## config.mk

```make
export PLATFORM = sky130hd
export DESIGN_NAME = instr_fetch_unit
export DESIGN_NICKNAME = d
export VERILOG_FILES = /design/src/rtl/luna_pkg.sv /design/src/rtl/fetch_buffer.sv /design/src/rtl/instr_fetch_unit.sv
export SDC_FILE = /design/constraint.sdc
export NUM_CORES = 1
export LEC_CHECK = 0
export ABC_CLOCK_PERIOD_IN_PS = 2700
export BUFFER_PORTS_ARGS = -buffer_cell sky130_fd_sc_hd__buf_2
export CORE_MARGIN = 1
export CORE_UTILIZATION = 52
export DETAILED_ROUTE_END_ITERATION = 10
export MAX_ROUTING_LAYER = met4
export PLACE_DENSITY = 0.79
export SYNTH_ARGS = -nofsm -noshare
export SYNTH_HDL_FRONTEND = slang
export SYNTH_HIERARCHICAL = 1
export SYNTH_SLANG_ARGS = --single-unit
```

## constraint.sdc

```tcl
create_clock -name clk -period 2.7 [get_ports clk]
set_clock_uncertainty 0.2 [all_clocks]
set_input_delay 0.27 -clock clk [delete_from_list [all_inputs] [get_ports clk]]
set_output_delay 0.27 -clock clk [all_outputs]
set_load 0.05 [all_outputs]
```

## src/rtl/luna_pkg.sv

```systemverilog
// luna_pkg: shared fetch constants and types; LUNA_FETCH_PREFETCH_EN selects the two-entry buffer.
package luna_pkg;
    localparam int ADDR_W = 15;
    localparam logic [ADDR_W-1:0] RESET_PC = '0;
`ifdef LUNA_FETCH_PREFETCH_EN
    localparam int DEPTH = 2;
`else
    localparam int DEPTH = 1;
`endif
    localparam int CNT_W = $clog2(DEPTH + 1);

    typedef enum logic [1:0] {S_FETCH, S_STALL, S_DISCARD} fetch_state_t;

    typedef struct packed {
        logic [15:0]       word;
        logic [ADDR_W-1:0] pc;
    } fetch_entry_t;
endpackage

```

## src/rtl/fetch_buffer.sv

```systemverilog
// fetch_buffer: shift-style FIFO of fetch entries; flush beats push and pop.
module fetch_buffer #(
    parameter int DEPTH = 2
) (
    input  logic                         clk,
    input  logic                         rst_n,
    input  logic                         flush,
    input  logic                         push,
    input  logic                         pop,
    input  luna_pkg::fetch_entry_t       wdata,
    output luna_pkg::fetch_entry_t       head,
    output logic [$clog2(DEPTH+1)-1:0]   count
);
    localparam int CW = $clog2(DEPTH + 1);

    logic          do_pop;
    logic [CW-1:0] wr;

    assign do_pop = pop & (count != '0);
    assign wr     = count - CW'(do_pop);

    always_ff @(posedge clk or negedge rst_n)
        if (!rst_n) count <= '0;
        else        count <= flush ? '0 : count + CW'(push) - CW'(do_pop);

    for (genvar g = 0; g < DEPTH; g++) begin : g_ent
        luna_pkg::fetch_entry_t q, nxt;
        if (g < DEPTH - 1) begin : g_sh
            assign nxt = g_ent[g+1].q;
        end else begin : g_tail
            assign nxt = q;
        end
        // a push lands behind whatever survives this cycle's pop
        always_ff @(posedge clk or negedge rst_n)
            if (!rst_n)                              q <= '0;
            else if (!flush && push && wr == CW'(g)) q <= wdata;
            else if (!flush && do_pop)               q <= nxt;
    end

    assign head = g_ent[0].q;
endmodule

```

## src/rtl/instr_fetch_unit.sv

```systemverilog
// instr_fetch_unit: Luna PC, imem req/ack fetch and redirect/discard FSM; LUNA_FETCH_PREFETCH_EN adds a prefetch slot.
module instr_fetch_unit #(
    parameter int                ADDR_W   = luna_pkg::ADDR_W,
    parameter logic [ADDR_W-1:0] RESET_PC = luna_pkg::RESET_PC
) (
    input  logic              clk,
    input  logic              rst_n,
    output logic              imem_req,
    output logic [ADDR_W-1:0] imem_addr,
    input  logic              imem_ack,
    input  logic [15:0]       imem_rdata,
    output logic [15:0]       instr,
    output logic [ADDR_W-1:0] instr_pc,
    output logic              instr_valid,
    input  logic              instr_ready,
    input  logic              set_pc,
    input  logic [15:0]       jump_target
);
    import luna_pkg::*;

    fetch_state_t      state, state_d;
    logic [ADDR_W-1:0] fetch_pc, pc_d, redirect_pc, rpc_d, target;
    logic              started, ack, push, pop, full_after, unused_bits;
    logic [CNT_W-1:0]  count;
    fetch_entry_t      head, wdata;

    assign target      = jump_target[ADDR_W-1:0];
    assign unused_bits = ^jump_target[15:ADDR_W];
    assign imem_req    = started & (state != S_STALL);
    assign imem_addr   = fetch_pc;
    assign ack         = imem_ack & imem_req;
    assign instr_valid = count != '0;
    assign pop         = instr_valid & instr_ready & ~set_pc;
    assign push        = ack & (state == S_FETCH) & ~set_pc;
    assign full_after  = count == CNT_W'(DEPTH - 1);
    assign wdata       = '{word: imem_rdata, pc: fetch_pc};
    assign instr       = head.word;
    assign instr_pc    = head.pc;

    always_comb begin
        state_d = state;
        pc_d    = fetch_pc;
        rpc_d   = redirect_pc;
        if (set_pc) begin
            // an unacked request pins imem_addr, so park the target until its ack
            if (imem_req & ~ack) begin
                state_d = S_DISCARD;
                rpc_d   = target;
            end else begin
                state_d = S_FETCH;
                pc_d    = target;
            end
        end else if (state == S_DISCARD) begin
            if (ack) begin
                state_d = S_FETCH;
                pc_d    = redirect_pc;
            end
        end else if (state == S_STALL) begin
            if (pop) state_d = S_FETCH;
        end else if (ack) begin
            pc_d    = fetch_pc + ADDR_W'(1);
            state_d = (full_after & ~pop) ? S_STALL : S_FETCH;
        end
    end

    always_ff @(posedge clk or negedge rst_n)
        if (!rst_n) begin
            state       <= S_FETCH;
            started     <= 1'b0;
            fetch_pc    <= RESET_PC;
            redirect_pc <= '0;
        end else begin
            state       <= state_d;
            started     <= 1'b1;
            fetch_pc    <= pc_d;
            redirect_pc <= rpc_d;
        end

    fetch_buffer #(.DEPTH(DEPTH)) u_buf (
        .clk   (clk),
        .rst_n (rst_n),
        .flush (set_pc),
        .push  (push),
        .pop   (pop),
        .wdata (wdata),
        .head  (head),
        .count (count)
    );
endmodule

```

==> key figures <==
Run status
  • Outcome: completed

Clock tree
  • Setup Buffers After CTS: 0
  • CTS buffer count: 9
  • Clock Sinks: 65
  • Clock slew at reported path FFs: 0.07 ns
  • Root buf cell: clkbuf_8
  • Clk Latency, worst-skew pair: 0.35 ns
  • TritonCTS clock tree: yes
  • Clk buf depth: 2
  • H-tree depth: 3

Power
  • Power share of the combinational group: 0.412
  • Internal power component: 2.17 mW
  • Switch share: 0.440
  • Part of the power in registers: 0.371
  • Pwr Density: 942 nW/um^2
  • P_sw: 1.70 mW
  • Lkg Pwr: 1.94 nW
  • Clock power frac: 0.217
  • Max VDD drop: 0.000726 V

Logic synthesis
  • Cell type with the largest total area after synthesis: dfrtp_1
  • Count leader, synth: dfrtp_1
  • Synth Area per Inst: 11.3 um^2
  • Share of synthesized registers carrying an async set or reset: 1.00
  • Post-Synthesis Cells: 273
  • Top FF cell, synth: dfrtp_1
  • Post-synth top cells: dfrtp_1, mux2_2, nand2_1
  • Yosys top cell area share: 0.528
  • FF+latch count, synth: 65
  • Yosys warns: 6
  • Post-synth EDFFs: 0
  • Netlist cell types: 43
  • Area contributors post-synth: dfrtp_1, mux2_2, o21ai_0, nand2_1, nor2_1
  • Synthesized area: 3080 um^2
  • Post-Syn Nets: 311
  • Sequential area share after synthesis: 0.528

Worst setup path
  • CP endpoint kind: flip-flop
  • CP Data Arrival Time: 2.47 ns
  • Worst R2R End: u_buf/head[23]
  • Crit path to: u_buf/head[23]
  • Max incr delay on CP: 0.44 ns
  • Worst reg-to-reg path cell count: 6
  • Kind of critical path: flip-flop to flip-flop
  • Crit path from: state[1]
  • Reg-to-reg startpoint: state[1]
  • CP Data Required Time: approximately 2.7 ns
  • Worst Setup Start Kind: flip-flop
  • CP max FO: 20
  • CP cell instances: nand2b_1 -> nand3_1 -> nor4_2 -> nor3b_4 -> buf_4 -> mux2_2
  • Slowest cell on the critical path: dfrtp_1
  • R2r setup slk: 0.26 ns

Global routing
  • Tot GR Track Use: 0.251
  • Initial antenna violation count: 0
  • Vias in the first global route: around 2400
  • Pin count of the biggest net entering global routing: 66
  • First-pass GRT wire length: 11300 um
  • Overall overflow remaining after global route: 0

Placement
  • Final HPWL from detailed placement: 4550 um
  • PortBufs: 83
  • Final GP Congestion: 0.838

Run
  • Max-cap violations: 0

Detailed routing
  • Routed length per placed instance: 15.2 um
  • Final wirelength: 7170 um
  • Post-route DRC: 0
  • DR vias/cell: 5.27
  • Via count: roughly 2500
  • ANT nets after route: 0
  • Drt first pass iters: 4
  • Iteration-0 DRC Markers: 133

STA
  • Finish-stage setup viols: 0
  • Fmax: 411 MHz
  • Minimum clock period after layout: about 2.4 ns
  • Max-slew violation count: 0
  • Setup tns final: 0 ns
  • Tcrit/Tclk final: 0.902
  • Final Hold Fails: 0
  • RSZ-0062 raised after global routing: no

Floorplanning
  • Io pins: 85
  • # rows: 27
  • Initial Util: 0.550
  • Die height: 79 um
  • Core footprint: about 5600 um^2
  • Die width: 79 um
  • Die Area: 6240 um^2

Worst hold path
  • Hold Crit Class: primary input to flip-flop
  • Hold Path Depth: 2

Cells and area
  • Core occupancy in the finished layout: 0.733
  • Fillcell total: 402
  • Area of the multi-input gates: roughly 1400 um^2
  • N_diodes: 0
  • Ratio of cells with drive above 1 in the final layout: 0.405
  • Nets: 433
  • Area Overhead vs Synth: 33.4%
  • Flip-flop and latch area: 1630 um^2
registers in the layout (all words and copies together) (netlist names):
register     cells
u_buf/head      31
imem_addr       15
redirect_pc     15
state            2
started          1
u_buf/count      1
metrics by stage:
| step | hold slack [ns] | cells | power [mW] | worst slack [ns] | instance area, um^2 |
|---|---|---|---|---|---|
| floorplan | -0.226 | 273 | 2.61 | 0.518 | 3080 |
| global placement | 0.112 | 424 | 2.96 | 0.333 | 3580 |
| detailed placement | 0.111 | 424 | 3.01 | 0.164 | 3580 |
| CTS | 0.00168 | 472 | 3.88 | 0.164 | 4110 |
| global route | 0.0221 | 472 | 4.05 | 0.114 | 4110 |
| finish | 0.0133 | 472 | 3.87 | 0.265 | 4110 |
power by group through the flow:
stage	sequential (mW)	combinational [mW]	clock (mW)
after floorplan	2.22	0.387	0
after global placement	1.43	1.53	0
after detailed placement	1.45	1.56	0
after CTS	1.43	1.60	0.852
after global routing	1.48	1.68	0.889
final	1.44	1.60	0.839
critical path: cells and delay by family, from the launching register on:
| kind | cells | cell delay, ns |
|---|---|---|
| simple gates | 4 | 0.98 |
| flops | 1 | 0.44 |
| mux | 1 | 0.38 |
| buf+inv | 1 | 0.32 |
worst min path at each step:
stage                    startpoint         endpoint  slack (ns)
finish              jump_target[10]  redirect_pc[10]        0.01
global route        jump_target[10]  redirect_pc[10]        0.02
CTS                 jump_target[10]  redirect_pc[10]       0.002
detailed placement            rst_n   u_buf/head[14]        0.11
global placement              rst_n    u_buf/head[7]        0.11
floorplan                     rst_n     imem_addr[0]       -0.23
cell families (layout without fill, tap and decap cells):
kind of cell,Yosys count,in the layout,synth area share
adder cells (fa/ha/maj),1,1,0.00406
buffers and inverters,16,143,0.0337
AND/OR/NAND/NOR,82,82,0.140
flip-flops,65,65,0.528
other,1,1,0.00122
multiplexers,47,47,0.171
AO/OA/AOI/OAI,52,52,0.0962
XOR/XNOR,9,9,0.0256
cell type report:
cell class,instances,share of cell area
clock inverter,6,0.0164
inverter,2,0.00183
multi-input combinational,192,0.330
timing repair buffer,125,0.200
tap,72,0.0219
sequential,65,0.396
clock buffer,10,0.0335
repair_timing:
| action | 4_1_cts | 5_1_grt |
|---|---|---|
| hold endpoints to repair | 96 | 0 |
| gates resized for setup | 0 | 1 |
| hold buffers | 32 | 0 |
| endpoints found under the setup margin | 0 | 18 |
cells in the final DEF, fill, tap and decap left out, drive strengths merged, types with 2 or more instances in the layout:
cell type / count
nand2b: 3
nand4: 2
clkbuf: 10
dfrtp: 65
o21ai: 24
a211oi: 3
buf: 93
xnor2: 6
and4: 2
o221ai: 2
clkinvlp: 2
xor2: 3
nor2b: 2
nand3: 6
and3: 9
a31oi: 5
nor3b: 2
o211ai: 3
inv: 2
a21oi: 13
clkinv: 3
mux2: 46
nor2: 20
nand2: 28
dlygate4sd3: 32
and2: 2
per-layer routing:
layer | up-vias | part of all wire | global-route usage
met5 | - | 0 | -
met4 | 0 | 0.032 | 0.149
met3 | 16 | 0.047 | 0.0448
met2 | 78 | 0.49 | 0.393
met1 | 1180 | 0.43 | 0.306
li1 | 1213 | - | -
Power figures use the tool's default switching activity.
